**src/rtl/seg_pkg.sv**
```systemverilog
// seg_pkg -- shared definitions for the 7-segment scan controller.
//   SEG_BLANK     all segments dark (active-low bus)
//   SEG_DIGIT     active-low {g,f,e,d,c,b,a} patterns for BCD 0..9
//   scan_state_t  scan FSM states
package seg_pkg;

  localparam logic [6:0] SEG_BLANK = 7'b1111111;

  localparam logic [6:0] SEG_DIGIT [0:9] = '{
    7'b1000000,  // 0
    7'b1111001,  // 1
    7'b0100100,  // 2
    7'b0110000,  // 3
    7'b0011001,  // 4
    7'b0010010,  // 5
    7'b0000010,  // 6
    7'b1111000,  // 7
    7'b0000000,  // 8
    7'b0010000   // 9
  };

  typedef enum logic [1:0] {IDLE, BLANK, DRIVE} scan_state_t;

endpackage

```
**src/rtl/seg_scan_ctrl_if.sv**
```systemverilog
// seg_scan_ctrl_if -- control and display-pin bundle of the scan controller.
//   enable      1 = scan, 0 = display dark
//   load        1-cycle strobe capturing digits_in into the pending register
//   digits_in   BCD digits, digit k = [4k+3:4k], digit 0 least significant
//   anode_n     active-low digit select, at most one bit low
//   segments    {g,f,e,d,c,b,a}, 0 = lit
//   frame_done  1-cycle pulse when the last digit slot ends
// master: the logic feeding digits (drives enable/load/digits_in).
// slave:  the scan controller (drives the display pins).
interface seg_scan_ctrl_if #(
  parameter int NUM_DIGITS = 4
);
  logic                      enable;
  logic                      load;
  logic [4*NUM_DIGITS-1:0]   digits_in;
  logic [NUM_DIGITS-1:0]     anode_n;
  logic [6:0]                segments;
  logic                      frame_done;

  modport master (
    output enable, load, digits_in,
    input  anode_n, segments, frame_done
  );

  modport slave (
    input  enable, load, digits_in,
    output anode_n, segments, frame_done
  );
endinterface

```
**src/rtl/seg_bcd_decode.sv**
```systemverilog
// seg_bcd_decode -- combinational BCD to active-low 7-segment decoder.
//   bcd  in   4  BCD digit
//   seg  out  7  {g,f,e,d,c,b,a}, 0 = lit; codes 10..15 decode to all dark
module seg_bcd_decode
  import seg_pkg::*;
(
  input  logic [3:0] bcd,
  output logic [6:0] seg
);

  always_comb begin
    seg = SEG_BLANK;
    case (bcd)
      4'd0: seg = SEG_DIGIT[0];
      4'd1: seg = SEG_DIGIT[1];
      4'd2: seg = SEG_DIGIT[2];
      4'd3: seg = SEG_DIGIT[3];
      4'd4: seg = SEG_DIGIT[4];
      4'd5: seg = SEG_DIGIT[5];
      4'd6: seg = SEG_DIGIT[6];
      4'd7: seg = SEG_DIGIT[7];
      4'd8: seg = SEG_DIGIT[8];
      4'd9: seg = SEG_DIGIT[9];
      default: seg = SEG_BLANK;
    endcase
  end

endmodule

```
**src/rtl/seg_scan_ctrl.sv**
```systemverilog
// seg_scan_ctrl -- time-multiplexes NUM_DIGITS BCD digits onto one shared
// active-low 7-segment bus with per-digit active-low anodes.
// Each digit slot lasts REFRESH_DIV clocks; the first BLANK_CYCLES of it keep
// every anode off so the previous digit cannot ghost onto the next one.
// Digits are loaded into a pending register and only copied to the displayed
// (active) register at frame start, so a frame never mixes old and new values.
// Ports:
//   clk    in  system clock, rising edge
//   rst_n  in  asynchronous active-low reset (display dark immediately)
//   bus    seg_scan_ctrl_if.slave: enable, load, digits_in in;
//          anode_n, segments, frame_done out (all registered)
// Build option:
//   SEG_LEADING_ZERO_BLANK_EN  when defined, zero digits above the most
//   significant nonzero digit are shown dark (digit 0 is always shown).
module seg_scan_ctrl
  import seg_pkg::*;
#(
  parameter int NUM_DIGITS   = 4,
  parameter int REFRESH_DIV  = 50000,
  parameter int BLANK_CYCLES = 16
) (
  input  logic           clk,
  input  logic           rst_n,
  seg_scan_ctrl_if.slave bus
);

  localparam int IDX_W = (NUM_DIGITS > 1) ? $clog2(NUM_DIGITS) : 1;
  localparam int CNT_W = $clog2(REFRESH_DIV);

  localparam logic [IDX_W-1:0] LAST_IDX  = IDX_W'(NUM_DIGITS - 1);
  localparam logic [CNT_W-1:0] BLANK_END = CNT_W'(BLANK_CYCLES - 1);
  localparam logic [CNT_W-1:0] SLOT_END  = CNT_W'(REFRESH_DIV - 1);

  scan_state_t               state;
  logic [CNT_W-1:0]          cnt;
  logic [IDX_W-1:0]          idx;
  logic [4*NUM_DIGITS-1:0]   pending;
  logic [4*NUM_DIGITS-1:0]   active;
  logic [NUM_DIGITS-1:0]     anode_r;
  logic [6:0]                seg_r;
  logic                      frame_done_r;

  logic [3:0]                cur_bcd;
  logic [6:0]                cur_seg;
  logic                      frame_end;
  logic                      frame_start;

  assign cur_bcd = active[4*int'(idx) +: 4];

  seg_bcd_decode u_decode (
    .bcd (cur_bcd),
    .seg (cur_seg)
  );

  assign frame_end   = (state == DRIVE) && (cnt == SLOT_END) && (idx == LAST_IDX);
  // Entering the digit-0 blank slot, either from idle or by wrapping the index.
  assign frame_start = bus.enable && ((state == IDLE) || frame_end);

`ifdef SEG_LEADING_ZERO_BLANK_EN
  logic [NUM_DIGITS-1:0] lz_mask;
  logic [6:0]            shown_seg;

  // Bit k set when digit k and every digit above it are zero; digit 0 never masked.
  function automatic logic [NUM_DIGITS-1:0] lz_blank_mask(input logic [4*NUM_DIGITS-1:0] d);
    logic [NUM_DIGITS-1:0] mask;
    logic                  seen;
    mask = '0;
    seen = 1'b0;
    for (int k = NUM_DIGITS - 1; k >= 1; k--) begin
      if (d[4*k +: 4] != 4'd0) seen = 1'b1;
      mask[k] = ~seen;
    end
    return mask;
  endfunction

  assign shown_seg = lz_mask[idx] ? SEG_BLANK : cur_seg;

  // Mask is taken from the same value copied into active, so it stays frame-aligned.
  always_ff @(posedge clk or negedge rst_n) begin
    if (!rst_n) begin
      lz_mask <= '0;
    end else if (frame_start) begin
      lz_mask <= lz_blank_mask(pending);
    end
  end
`else
  logic [6:0] shown_seg;
  assign shown_seg = cur_seg;
`endif

  always_ff @(posedge clk or negedge rst_n) begin
    if (!rst_n) begin
      state        <= IDLE;
      cnt          <= '0;
      idx          <= '0;
      pending      <= '0;
      active       <= '0;
      anode_r      <= '1;
      seg_r        <= SEG_BLANK;
      frame_done_r <= 1'b0;
    end else begin
      if (bus.load) pending <= bus.digits_in;
      // Old pending value is copied, so a load on this same edge waits a frame.
      if (frame_start) active <= pending;

      // Pins reflect the current state/index, one clock behind the FSM.
      frame_done_r <= frame_end && bus.enable;
      if (state == DRIVE) begin
        anode_r <= ~(NUM_DIGITS'(1) << idx);
        seg_r   <= shown_seg;
      end else begin
        anode_r <= '1;
        seg_r   <= SEG_BLANK;
      end

      if (!bus.enable) begin
        state <= IDLE;
        cnt   <= '0;
        idx   <= '0;
      end else begin
        case (state)
          IDLE: begin
            state <= BLANK;
            cnt   <= '0;
            idx   <= '0;
          end
          BLANK: begin
            cnt <= cnt + 1'b1;
            if (cnt == BLANK_END) state <= DRIVE;
          end
          DRIVE: begin
            if (cnt == SLOT_END) begin
              cnt   <= '0;
              state <= BLANK;
              idx   <= (idx == LAST_IDX) ? '0 : idx + 1'b1;
            end else begin
              cnt <= cnt + 1'b1;
            end
          end
          default: begin
            state <= IDLE;
            cnt   <= '0;
            idx   <= '0;
          end
        endcase
      end
    end
  end

  assign bus.anode_n    = anode_r;
  assign bus.segments   = seg_r;
  assign bus.frame_done = frame_done_r;

endmodule

```
**src/flat_wrapper.sv**
```systemverilog
// flat-port wrapper written by rule: the top's interface ports become plain ports
module seg_scan_ctrl_flat import seg_pkg::*;
#(
  parameter int NUM_DIGITS   = 4,
  parameter int REFRESH_DIV  = 50000,
  parameter int BLANK_CYCLES = 16
)
  (clk, rst_n, bus_enable, bus_load, bus_digits_in, bus_anode_n, bus_segments, bus_frame_done);
  seg_scan_ctrl_if #(.NUM_DIGITS(NUM_DIGITS)) bus_i ();
  input  logic clk;
  input  logic rst_n;
  input wire logic [$bits(bus_i.enable)-1:0] bus_enable;
  input wire logic [$bits(bus_i.load)-1:0] bus_load;
  input wire logic [$bits(bus_i.digits_in)-1:0] bus_digits_in;
  output wire logic [$bits(bus_i.anode_n)-1:0] bus_anode_n;
  output wire logic [$bits(bus_i.segments)-1:0] bus_segments;
  output wire logic [$bits(bus_i.frame_done)-1:0] bus_frame_done;
  assign bus_i.enable = bus_enable;
  assign bus_i.load = bus_load;
  assign bus_i.digits_in = bus_digits_in;
  assign bus_anode_n = bus_i.anode_n;
  assign bus_segments = bus_i.segments;
  assign bus_frame_done = bus_i.frame_done;
  seg_scan_ctrl #(.NUM_DIGITS(NUM_DIGITS), .REFRESH_DIV(REFRESH_DIV), .BLANK_CYCLES(BLANK_CYCLES)) u_core (.clk(clk), .rst_n(rst_n), .bus(bus_i));
endmodule
```
**config.mk**
```make
export PLATFORM = sky130hd
export DESIGN_NAME = seg_scan_ctrl_flat
export DESIGN_NICKNAME = d
export VERILOG_FILES = /design/src/rtl/seg_pkg.sv /design/src/rtl/seg_scan_ctrl_if.sv /design/src/rtl/seg_bcd_decode.sv /design/src/rtl/seg_scan_ctrl.sv /design/src/flat_wrapper.sv
export SDC_FILE = /design/constraint.sdc
export NUM_CORES = 1
export LEC_CHECK = 0
export ABC_AREA = 1
export CAP_MARGIN = 25
export CORE_UTILIZATION = 60
export DETAILED_ROUTE_END_ITERATION = 6
export GPL_ROUTABILITY_DRIVEN = 0
export HOLD_SLACK_MARGIN = 0.06
export PLACE_DENSITY = 0.83
export SLEW_MARGIN = 0
export SYNTH_ARGS = -nofsm -noshare
export SYNTH_HDL_FRONTEND = slang
export SYNTH_SLANG_ARGS = --single-unit
```
**constraint.sdc**
```tcl
create_clock -name clk -period 2.2 [get_ports clk]
set_input_delay 0.44 -clock clk [delete_from_list [all_inputs] [get_ports clk]]
set_output_delay 0.44 -clock clk [all_outputs]
set_load 0.1 [all_outputs]
```
==> metrics.log <==
INFO  metric synth.cell_area = 3240 µm²
INFO  metric floorplan.io_pins = 32
INFO  metric first_pass_grt_wire_length = 9820 µm
INFO  metric total_clock_buffers_created_by_cts = 9
INFO  metric layout_commonest_cell = sky130_fd_sc_hd__nand2_1
INFO  metric ant_nets = 0
INFO  metric root_buffer = sky130_fd_sc_hd__clkbuf_8
INFO  metric crit_arrival = 2.17 ns
INFO  metric die_outline_area = 5700 µm²
INFO  metric mostFrequentLayoutCells = sky130_fd_sc_hd__nand2_1 (86), sky130_fd_sc_hd__dfrtp_1 (53), sky130_fd_sc_hd__nand3_1 (33)
INFO  metric period_share = 0.866
INFO  metric unique_cell_type_count_in_the_yosys_netlist = 30
INFO  metric max_clk_rate = 525 MHz
INFO  metric final_max_slew_viol_count = 0
INFO  metric total_setup_violations_reported_at_the_end_of_the_flow = 0
INFO  metric mean_area_per_synthesized_cell = 9.43 µm²
INFO  metric globalRouteTotalUtil = 0.232
INFO  metric final_hold_viol_count = 0
INFO  metric filler_cell_count = 363
INFO  metric fp-row-count = 26
INFO  metric count_of_routing_violations_after_the_opening_detailed_route_iteration = 148
INFO  metric worstPathMaxFanout = 15
INFO  metric p_leak = 1.76 nW
INFO  metric grt_setup_unrepaired = false
INFO  metric die-height = 75.5 µm
INFO  metric grt_pass1_vias = 2262
INFO  metric timing.critical_path.slowest_stage_cell = sky130_fd_sc_hd__dfrtp_1
INFO  metric clk_transition_reported_paths = 0.08 ns
INFO  metric cts_tree = done
INFO  metric worst_path_largest_cell_delay = 0.59 ns
INFO  metric wl_per_cell = 12.4 µm
INFO  metric worst_r2r_startpoint = u_core.idx[0]
INFO  metric crit-reg2reg-capture = u_core.bus.segments[6]
INFO  metric io_buffer_count = 31
INFO  metric fin_nets = 416
INFO  metric route.detailed.vias_per_inst = 5.13
INFO  metric worst-path-buf-inv = 2
INFO  metric grt_start_max_net_pins = 42
INFO  metric finalHoldWorstSlack = 0.0864 ns
INFO  metric reg2reg_depth = 8
INFO  metric synth_warn = 0
INFO  metric floorplan.initialDensity = 0.627
INFO  metric pre_antenna_drt_iters = 4
INFO  metric layout-drive-gt1-share = 0.258
INFO  metric hold_removal_path_class = input port to async pin
INFO  metric period_needed = 1.91 ns
INFO  metric htree_num_levels = 3
INFO  metric clock_sink_count = 64
INFO  metric cts_hold_repair.buffers = 0
INFO  metric crit_required = 2.46 ns
INFO  metric flow.area_growth_from_synthesis = 16.7%
INFO  metric peak_supply_drop = 0.561 mV
INFO  metric cts_repair_resize_count = 0
INFO  metric core_area = 5170 µm²
INFO  metric synthCells = 344
INFO  metric max-cap-violations = 0
INFO  metric buffers_inserted_during_post_cts_setup_optimization = 0
INFO  metric relSlewSlack = 0.639
INFO  metric critical_path.cell_chain = inv_1, nand2_1, nand3_1, nand2_1, inv_1, ha_1, o21ai_0, o21ai_1
INFO  metric timing_worst_setup_path_type = flip-flop to flip-flop
INFO  metric dpl.hpwl = 4040 µm
INFO  metric worst_clock_skew = 0.0105 ns
INFO  metric clock_insertion_delay_worst_skew = 0.33 ns
INFO  metric routed_wirelength = 5660 µm
INFO  metric cp_top_family = flip-flops
INFO  metric actual_slew_at_the_worst_max_slew_pin = 0.542 ns
INFO  metric syn-num-nets = 378
INFO  metric power.density_cell_area = 1060 nW/µm²
INFO  metric setup.worst_path.end_class = flip-flop
INFO  metric post-route-drc-count = 0
INFO  metric synth.yosys.seq_area_share = 0.498
INFO  metric setup-tns-final = 0 ns
INFO  metric synth-seq-cells = 64
INFO  metric reg2reg_slack = 0.29 ns
INFO  metric floorplan.die.width = 75.5 µm
INFO  metric crit_path_start_kind = flip-flop
INFO  metric antenna_found_initial = 0
INFO  metric grt_remaining_overflow = 0
INFO  metric antennaDiodeCount = 0
INFO  metric status = finished, final reports clean
INFO  metric cts_max_path_buffers = 2
INFO  metric via_count = 2345
how the worst max path moves through the flow:
| stage | startpoint | end | cells after the start |
|---|---|---|---|
| 2_1_floorplan | u_core.state[0] | u_core.active[10] | 9 |
| 3_3_place_gp | bus_enable | u_core.active[3] | 6 |
| 3_5_place_dp | bus_enable | u_core.active[3] | 6 |
| 4_1_cts | u_core.idx[0] | u_core.bus.segments[6] | 8 |
| 5_1_grt | u_core.idx[0] | u_core.bus.segments[6] | 8 |
| 6_report | u_core.idx[0] | u_core.bus.segments[6] | 8 |
layer usage:
layer	up-vias	global-route usage	routed length, µm
met5	-	0	0
met4	0	0.128	158
met3	19	0.0463	249
met2	67	0.359	2630
met1	1096	0.308	2620
li1	1163	-	-
synthesized netlist by cell type:
library cell	n	area (µm²)
sky130_fd_sc_hd__nor2_4	2	22.5
sky130_fd_sc_hd__nand4_1	5	31.3
sky130_fd_sc_hd__dfrtp_1	53	1330
sky130_fd_sc_hd__nand3_2	2	20.0
sky130_fd_sc_hd__buf_12	2	40.0
sky130_fd_sc_hd__xnor2_1	2	17.5
sky130_fd_sc_hd__o21ai_0	4	20.0
sky130_fd_sc_hd__mux2_2	16	180
sky130_fd_sc_hd__nor3_2	1	10.0
sky130_fd_sc_hd__a21boi_4	1	18.8
sky130_fd_sc_hd__clkbuf_1	2	7.51
sky130_fd_sc_hd__nand3_4	1	17.5
sky130_fd_sc_hd__inv_1	27	101
sky130_fd_sc_hd__dfstp_2	11	289
sky130_fd_sc_hd__ha_1	14	175
sky130_fd_sc_hd__nor3_1	2	10.0
sky130_fd_sc_hd__nor2_1	28	105
sky130_fd_sc_hd__buf_4	1	7.51
sky130_fd_sc_hd__inv_2	2	7.51
sky130_fd_sc_hd__a21oi_1	3	15.0
sky130_fd_sc_hd__buf_2	4	20.0
sky130_fd_sc_hd__nand2_1	86	323
sky130_fd_sc_hd__nor3_4	1	16.3
sky130_fd_sc_hd__nand2_4	4	45.0
sky130_fd_sc_hd__o211ai_1	2	15.0
sky130_fd_sc_hd__xor2_1	8	70.1
sky130_fd_sc_hd__o21ai_1	2	10.0
sky130_fd_sc_hd__nand3_1	33	165
sky130_fd_sc_hd__nand2_2	15	93.8
sky130_fd_sc_hd__nor2_2	10	62.6
worst register-to-register path: cells and delay by family, from the launching register on:
kind	cells	cell delay, ns
AO/OA/AOI/OAI	2	0.25
AND/OR/NAND/NOR	3	0.43
buffers and inverters	2	0.35
flip-flops	1	0.59
adder cells (fa/ha/maj)	1	0.22
flip-flops by register name (all words and copies together) (netlist names):
register               flops
u_core.bus.anode_n         4
u_core.idx                 2
u_core.bus.segments        7
u_core.pending            16
u_core.state               2
u_core.active             16
u_core.bus.frame_done      1
u_core.cnt                16
final cells by class:
type / count / area (µm²) / share of cell area
timing repair buffer: 36 / 325 / 0.0860
multi-input combinational: 242 / 1440 / 0.382
clock buffer: 13 / 179 / 0.0473
sequential: 64 / 1620 / 0.427
clock inverter: 3 / 23.8 / 0.00628
inverter: 29 / 109 / 0.0288
tap: 70 / 87.6 / 0.0231
stage by stage:
stage	std cells	setup slack, ns	utilization	area [µm²]	total power (W)
5_1_grt	457	0.0776	0.731	3780	0.00428
4_1_cts	457	0.345	0.731	3780	0.00402
2_1_floorplan	344	0.680	-	3240	0.00276
6_report	457	0.294	0.731	3780	0.00401
3_3_place_gp	441	0.336	0.692	3580	0.00299
3_5_place_dp	441	0.304	0.692	3580	0.00305
cell families (layout without fill, tap and decap cells):
family | count (synthesis) | count (layout) | synth area share
simple gates | 190 | 190 | 0.284
fa+ha+maj | 14 | 14 | 0.0540
mux | 16 | 16 | 0.0556
compound gates | 12 | 12 | 0.0243
xor+xnor | 10 | 10 | 0.0270
flops | 64 | 64 | 0.498
buf+inv | 38 | 81 | 0.0567
where the power goes:
group | internal, W | switching [W]
Clock | 0.000534 | 0.000445
Combinational | 0.000444 | 0.00101
Sequential | 0.00144 | 0.000136
Total | 0.00242 | 0.00159
No activity file was read; power rests on OpenSTA's default activity.
